### config.mk
export PLATFORM = sky130hd
export DESIGN_NAME = diff_window_stats
export DESIGN_NICKNAME = d
export VERILOG_FILES = /design/src/rtl/diff_window_stats.sv
export SDC_FILE = /design/constraint.sdc
export NUM_CORES = 1
export LEC_CHECK = 0
export ABC_CLOCK_PERIOD_IN_PS = 2900
export CAP_MARGIN = 20
export CORE_AREA = 2 2 83 85
export CTS_CLUSTER_DIAMETER = 30
export DETAILED_ROUTE_END_ITERATION = 16
export DIE_AREA = 0 0 85 87
export PLACE_DENSITY = 0.79
export SLEW_MARGIN = 20
export SYNTH_ARGS = -nofsm -noshare
export SYNTH_HDL_FRONTEND = slang
export SYNTH_SLANG_ARGS = --single-unit
### constraint.sdc
create_clock -name clk -period 2.9 [get_ports clk]
set_clock_uncertainty 0.15 [all_clocks]
set_input_delay 0.58 -clock clk [delete_from_list [all_inputs] [get_ports clk]]
set_output_delay 0.58 -clock clk [all_outputs]
set_load 0.02 [all_outputs]
### src/rtl/diff_window_stats.sv
// diff_window_stats: collects WINDOW signed 8-bit differences and reports
// sum, floor mean, min and max per window through a valid/ready handoff.
//
// state   | meaning
// --------+-----------------------------------------------------------
// ST_ACC  | accepting samples (in_ready=1), building the current window
// ST_HOLD | result held for the sink (out_valid=1), input stalled
module diff_window_stats #(
  parameter int WINDOW = 16,
  parameter int ACC_W  = 12
) (
  input  logic                       clk,
  input  logic                       rst,
  input  logic                       clear,
  input  logic                       in_valid,
  output logic                       in_ready,
  input  logic [7:0]                 diff_in,
  output logic                       out_valid,
  input  logic                       out_ready,
  output logic [ACC_W-1:0]           sum_out,
  output logic [7:0]                 mean_out,
  output logic [7:0]                 min_out,
  output logic [7:0]                 max_out,
  output logic [$clog2(WINDOW):0]    count_out
);

  localparam int SH = $clog2(WINDOW);
  localparam int CW = SH + 1;
  localparam logic [CW-1:0] LAST = CW'(WINDOW - 1);

  typedef enum logic {ST_ACC, ST_HOLD} state_t;

  state_t                   state;
  logic [CW-1:0]            count;
  logic signed [ACC_W-1:0]  acc;
  logic signed [7:0]        run_min;
  logic signed [7:0]        run_max;

  logic signed [7:0]        din;
  logic signed [ACC_W-1:0]  din_ext;
  logic signed [ACC_W-1:0]  acc_next;
  logic signed [7:0]        min_next;
  logic signed [7:0]        max_next;

  assign din       = diff_in;
  assign din_ext   = {{(ACC_W-8){diff_in[7]}}, diff_in};
  assign in_ready  = (state == ST_ACC);
  assign out_valid = (state == ST_HOLD);
  assign count_out = count;

  // Running statistics including the sample currently offered; the first
  // sample of a window seeds min/max directly.
  always_comb begin
    acc_next = acc + din_ext;
    min_next = run_min;
    max_next = run_max;
    if (count == '0) begin
      min_next = din;
      max_next = din;
    end else begin
      if (din < run_min) min_next = din;
      if (din > run_max) max_next = din;
    end
  end

  // Window FSM: accumulate, latch the result on the last accept, hold until consumed.
  always_ff @(posedge clk) begin
    if (rst || clear) begin
      state    <= ST_ACC;
      count    <= '0;
      acc      <= '0;
      run_min  <= '0;
      run_max  <= '0;
      sum_out  <= '0;
      mean_out <= '0;
      min_out  <= '0;
      max_out  <= '0;
    end else begin
      case (state)
        ST_ACC: begin
          if (in_valid) begin
            acc     <= acc_next;
            count   <= count + CW'(1);
            run_min <= min_next;
            run_max <= max_next;
            if (count == LAST) begin
              // Mean is the arithmetic shift of the sum; the ACC_W rule
              // guarantees these 8 bits hold the full floor result.
              sum_out  <= acc_next;
              mean_out <= acc_next[SH+7:SH];
              min_out  <= min_next;
              max_out  <= max_next;
              state    <= ST_HOLD;
            end
          end
        end
        ST_HOLD: begin
          if (out_ready) begin
            state <= ST_ACC;
            count <= '0;
            acc   <= '0;
          end
        end
        default: state <= ST_ACC;
      endcase
    end
  end

endmodule

==> reports/metrics.cfg, run 1 <==
[status]
status=finished clean

[placement]
post-place-ws_ns=-0.167
dp_hpwl_um=6330
placement.cell_area_sq_um=4230
gp_congestion=0.903
port_buffers=55

[drt]
vias=3260
drt_iter0_markers=197
detail_route.wl_per_cell_um=15.0
routed_wl_um=8520
drc_violations_left=0
antenna_left=0
drtPass1Iterations=4
number_of_vias_per_cell=5.75

[power]
vdd_drop_max_mv=0.334
power_mw=1.87
powerDensity_nw_per_um2=425
p_leak_nw=1.74

[clock_tree]
cts_post_setup_buffers_inserted=0
ctsRootBufferMaster=clkbuf_8
clock_insertion_delay_worst_skew_ns=0.34
cts_hold_buf=0
cts.path.max_buffers=2
clkTransAtPathRegs_ns=0.07
cts_tree=done
cts-htree-levels=3
cts_resizes=0
clock_sink_count=62
cts_inserted_buffers=9

[global_routing]
grt.total_usage=0.249
grt_first_pass_wirelength_um=14700
grt_antenna_before_repair=0
vias_in_the_first_global_route=3286
sum_of_overflow_across_all_layers_after_global_routing=0
pin_count_of_the_biggest_net_entering_global_routing=47

[worst_setup_path]
timing.reg2reg.worst_path_depth=9
timing_worst_setup_path_type=primary input to flop
crit_path_end_kind=flop
rrSetupSlack_ns=0.58
critical_path_slowest_stage_cell=clkdlybuf4s50_1
worst_path_cell_trace=clkdlybuf4s50_1, ha_1, inv_1, fa_1, nor2b_1, o211ai_1, a21boi_0, or2_2, a311o_1, xnor2_1, o21ai_0
worst-endpoint-arrival_ns=2.78
worst-endpoint-required_ns=2.98
worstSetupStartpointType=primary input
crit_family=compound AO/OA/AOI/OAI gates
crit_fanout=2
worstReg2RegEnd=max_out[5]
max_stage_delay_ns=0.48
timing.rr.start=count_out[0]
critical_path.n_buffers_inverters=2

[hold_path]
hp-class=flop to flop
worstHoldPathCells=2
origin_of_the_worst_min_delay_path=sum_out[0]
hold-path-endpoint=sum_out[0]

[yosys]
synth.cell_area_sq_um=3430
yosys_warnings=0
synth_fp_nets=452
yosysUniqueCellTypes=53
synth_edf_count=0
synth.ff_latch_count=62
synthArstFlopShare=0
seq_area_frac_synth=0.362
postSynthCellCount=409
synthFlopType=dfxtp_1
synth.avg_cell_area_sq_um=8.38

[die]
floorplan.io_pins=56
start_util=0.522
dieArea_sq_um=7400
die_w_um=85
core_area_sq_um=6570
rows=30
fp.dieH_um=87

[sta]
setup_ws_ns=0.197
finalSetupViolCount=0
tns_ns=0
hold-worst-slack_ns=0.312
fin_crit_sh=0.932
hold_viol_final=0
rsz_0062_raised_after_global_routing=false
worst-slew-pin-transition_ns=0.569
maximum_operating_frequency_mhz=370
max-slew-margin-rel=0.621
layout_min_cycle_time_ns=2.70
drv_slew=0

[final_layout]
flow.area_growth_from_synthesis_pct=28.4
layout_commonest_cell=dfxtp_1
most_used_cells_in_the_layout_excluding_fill_and_tap_cells=dfxtp_1 (62), clkdlybuf4s50_1 (55), a21oi_1 (45)
fin_area_sq_um=4400
ant_diodes=0
nets=527
fraction_of_layout_cells_with_a_size_suffix_above_1=0.123

[job]
drv.max_cap_violation_count=0

-- state kept, by name, summed over array words and instances, names as in the netlist --
register	flops
acc	12
count_out	5
max_out	8
min_out	8
out_valid	1
run_max	8
run_min	8
sum_out	12
-- area by class of cell --
type                    instances  area [sq um]
inverters                      27           101
clock inverters                 1          5.00
clock buffers                  13           169
well taps                      80           100
multi-input cells             291          1940
fillers                       521          2170
flip-flops and latches         62          1240
repair buffers                 93           848
-- Yosys cell counts, drive strengths merged, types with 2 or more instances --
| master | number | share of area |
|---|---|---|
| a211oi | 3 | 0.0066 |
| a21o | 4 | 0.0088 |
| a21oi | 45 | 0.066 |
| a22oi | 8 | 0.018 |
| a31oi | 2 | 0.0037 |
| a32o | 2 | 0.0058 |
| a32oi | 2 | 0.011 |
| and3 | 4 | 0.0073 |
| buf | 12 | 0.024 |
| clkbuf | 17 | 0.020 |
| dfxtp | 62 | 0.36 |
| ha | 29 | 0.11 |
| inv | 27 | 0.030 |
| mux2i | 17 | 0.050 |
| nand2 | 31 | 0.036 |
| nand2b | 4 | 0.0073 |
| nand3 | 14 | 0.020 |
| nand4 | 2 | 0.0037 |
| nor2 | 40 | 0.045 |
| nor2b | 5 | 0.0091 |
| nor3 | 3 | 0.0044 |
| nor4 | 4 | 0.0073 |
| nor4b | 3 | 0.012 |
| o211ai | 2 | 0.0044 |
| o21a | 2 | 0.0044 |
| o21ai | 34 | 0.050 |
| o21bai | 2 | 0.0044 |
| o31ai | 3 | 0.0066 |
| or2 | 3 | 0.0055 |
| xnor2 | 7 | 0.018 |
| xor2 | 3 | 0.0077 |
-- layer usage --
layer  GRT usage  up-vias  part of all wire
met1       0.292     1567              0.44
met5           0        -                 0
li1            -     1583                 -
met2       0.434       87              0.49
met4       0.120        0             0.027
met3      0.0502       23             0.042
-- power breakdown --
part	internal [mW]	switching [mW]	total (mW)
sequential	0.867	0.0114	0.879
combinational	0.136	0.160	0.297
clock	0.370	0.325	0.695
total	1.37	0.496	1.87
-- worst register-to-register path, delay by kind of cell (launching register included) --
kind	cells	cell delay [ns]
AND/OR/NAND/NOR	3	0.73
AO/OA/AOI/OAI	3	0.56
flip-flops	1	0.35
buffers and inverters	2	0.30
adder cells (fa/ha/maj)	1	0.14
-- how the worst max path moves through the flow --
| stage | slack (ns) | start | cells after the start | end |
|---|---|---|---|---|
| 6_report | 0.20 | diff_in[0] | 11 | acc[10] |
| 5_1_grt | 0.02 | diff_in[0] | 11 | acc[10] |
| 4_1_cts | 0.18 | diff_in[0] | 11 | sum_out[10] |
| 3_5_place_dp | -0.17 | diff_in[0] | 11 | acc[10] |
| 3_3_place_gp | -0.11 | diff_in[0] | 11 | acc[10] |
| 2_1_floorplan | 0.44 | diff_in[0] | 10 | sum_out[10] |
-- through the flow --
step                      utilization  cells
final                           0.670    567
after global routing            0.670    567
after CTS                       0.670    567
after detailed placement        0.643    553
after global placement          0.643    553
after floorplan                     -    409
-- logic make-up after synthesis --
family,after synthesis,synth area share
AO/OA/AOI/OAI,118,0.211
XOR/XNOR,10,0.0256
adder cells (fa/ha/maj),30,0.112
buffers and inverters,56,0.0738
flip-flops,62,0.362
multiplexers,17,0.0497
AND/OR/NAND/NOR,116,0.166
Note: power is estimated with default switching activity, not from simulation.
==> run 2: changes to the inputs <==
--- a/config.mk
+++ b/config.mk
@@ -7,11 +7,11 @@
 export LEC_CHECK = 0
 export ABC_CLOCK_PERIOD_IN_PS = 2900
 export CAP_MARGIN = 20
-export CORE_AREA = 2 2 83 85
+export CORE_AREA = 2 2 85 87
 export CTS_CLUSTER_DIAMETER = 30
 export DETAILED_ROUTE_END_ITERATION = 16
-export DIE_AREA = 0 0 85 87
-export PLACE_DENSITY = 0.79
+export DIE_AREA = 0 0 87 89
+export PLACE_DENSITY = 0.76
 export SLEW_MARGIN = 20
 export SYNTH_ARGS = -nofsm -noshare
 export SYNTH_HDL_FRONTEND = slang
==> run 2 against run 1 <==
Combinational power up 3%. Wire length rose by 0.67%. Die area rose by 4.7%. Register-to-register slack got worse by 0.03 ns. Fmax up 0.50%. Final cell count grew 1.1%. Largest power group unchanged.
==> reports/metrics.cfg, run 2 (same netlist as run 1, synthesis figures left out) <==
[sta]
max-slew-margin-rel=0.617
setup_ws_ns=0.210
hold-worst-slack_ns=0.309
drv_slew=0
hold_viol_final=0
maximum_operating_frequency_mhz=372
finalSetupViolCount=0
worst-slew-pin-transition_ns=0.574
layout_min_cycle_time_ns=2.69
fin_crit_sh=0.927
rsz_0062_raised_after_global_routing=false

[worst_setup_path]
max_stage_delay_ns=0.44
worst-endpoint-required_ns=3.01
timing_worst_setup_path_type=primary input to flop
setup.worst_path.start=diff_in[0]
worst-endpoint-arrival_ns=2.80
worstSetupStartpointType=primary input
timing.rr.start=count_out[0]
worst_path_cell_trace=clkdlybuf4s50_1, ha_1, inv_1, fa_1, nor2b_1, o211ai_1, a21boi_1, or2_2, a311o_1, xnor2_1, o31ai_1
critical_path_slowest_stage_cell=clkdlybuf4s50_1
crit_fanout=2
crit_path_end_kind=flop

[global_routing]
grt_antenna_before_repair=0
pin_count_of_the_biggest_net_entering_global_routing=31
grt_first_pass_wirelength_um=14300
grt.total_usage=0.236
sum_of_overflow_across_all_layers_after_global_routing=0
vias_in_the_first_global_route=3062

[power]
clockPowerShare=0.354
internal_power_mw=1.33
share_seq_of_total_power=0.480
net-switching-power_uw=500
vdd_drop_max_mv=0.261
p_leak_nw=1.76
p_sw_frac=0.273
powerDensity_nw_per_um2=413
combinationalPowerShare=0.166

[drt]
vias=3153
drt_iter0_markers=245
drc_violations_left=0
detail_route.wl_per_cell_um=15.0
antenna_left=0
drtPass1Iterations=4
routed_wl_um=8580
number_of_vias_per_cell=5.50

[final_layout]
most_used_cells_in_the_layout_excluding_fill_and_tap_cells=dfxtp_1 (62), clkdlybuf4s50_1 (55), a21oi_1 (45)
final.fill_count=548
nets=533
final-instance-count-excl-fill=573
biggestRegsByFlops=acc: 12 flops, sum_out: 12 flops
ant_diodes=0
fraction_of_layout_cells_with_a_size_suffix_above_1=0.132
flow.area_growth_from_synthesis_pct=29.5
layout_commonest_cell=dfxtp_1

[placement]
dp_cells=559
gp_congestion=0.918
post-place-ws_ns=-0.202
port_buffers=55
dp_hpwl_um=6490

[hold_path]
origin_of_the_worst_min_delay_path=sum_out[3]
hp-class=flop to flop

[status]
status=finished clean

[clock_tree]
cts_post_setup_buffers_inserted=0
clock_sink_count=62
cts-htree-levels=3
cts_resizes=0
cts_hold_buf=0
clock_insertion_delay_worst_skew_ns=0.35
ctsRootBufferMaster=clkbuf_8
cts_tree=done
clkTransAtPathRegs_ns=0.06
cts.path.max_buffers=2
cts_inserted_buffers=9

[die]
start_util=0.510
dieArea_sq_um=7740
fp.dieH_um=89
rows=30
die_w_um=87
floorplan.io_pins=56
core_area_sq_um=6720

[job]
drv.max_cap_violation_count=0

run 2: final timing paths:
path | to | slack, ns | cells past startpoint
min | sum_out[3] | 0.31 | 2
max reg2reg | max_out[3] | 0.55 | 9
max | sum_out[10] | 0.21 | 11
min reg2reg | sum_out[3] | 0.31 | 2
run 2: power groups by stage:
stage / sequential (mW) / combinational, mW / clock (mW)
2_1_floorplan: 0.895 / 0.178 / 0
3_3_place_gp: 0.897 / 0.296 / 0
3_5_place_dp: 0.898 / 0.302 / 0
4_1_cts: 0.878 / 0.304 / 0.654
5_1_grt: 0.880 / 0.334 / 0.695
6_report: 0.879 / 0.305 / 0.648
run 2: metrics by stage:
stage / total power [mW] / cell area, sq um / TNS, ns / util
after CTS: 1.84 / 4440 / 0 / 0.661
final: 1.83 / 4440 / 0 / 0.661
after global routing: 1.91 / 4440 / 0 / 0.661
after detailed placement: 1.20 / 4280 / -2.58 / 0.638
after global placement: 1.19 / 4280 / -1.79 / 0.638
after floorplan: 1.07 / 3430 / 0 / -
run 2: worst max-delay path: cells and delay by family:
family,cells,cell delay [ns]
xor gates and xnor gates,1,0.14
and+or+nand+nor,2,0.37
buffers and inverters,2,0.52
AOI/OAI and AO/OA,4,0.78
adders and majority gates,2,0.42
run 2: routing by layer:
layer	GRT usage	up-vias	wire length, um
met4	0.0952	0	161
met5	0	-	0
met1	0.308	1467	4060
met3	0.0397	14	335
met2	0.389	75	4020
li1	-	1597	-
run 2: cell type report:
cell class	count	area, sq um	share of cell area
timing repair buffer	99	906	0.204
clock inverter	2	10.0	0.00225
clock buffer	12	145	0.0327
sequential	62	1240	0.280
tap	80	100	0.0225
inverter	27	101	0.0228
multi-input combinational	291	1940	0.436
==> run 3: changes to the inputs <==
--- a/config.mk
+++ b/config.mk
@@ -8,11 +8,10 @@
 export ABC_CLOCK_PERIOD_IN_PS = 2900
 export CAP_MARGIN = 20
 export CORE_AREA = 2 2 85 87
-export CTS_CLUSTER_DIAMETER = 30
 export DETAILED_ROUTE_END_ITERATION = 16
 export DIE_AREA = 0 0 87 89
 export PLACE_DENSITY = 0.76
-export SLEW_MARGIN = 20
+export SLEW_MARGIN = 0
 export SYNTH_ARGS = -nofsm -noshare
 export SYNTH_HDL_FRONTEND = slang
 export SYNTH_SLANG_ARGS = --single-unit
==> results of run 3 <==
Final layout, timing and power as in run 2 (identical DEF).
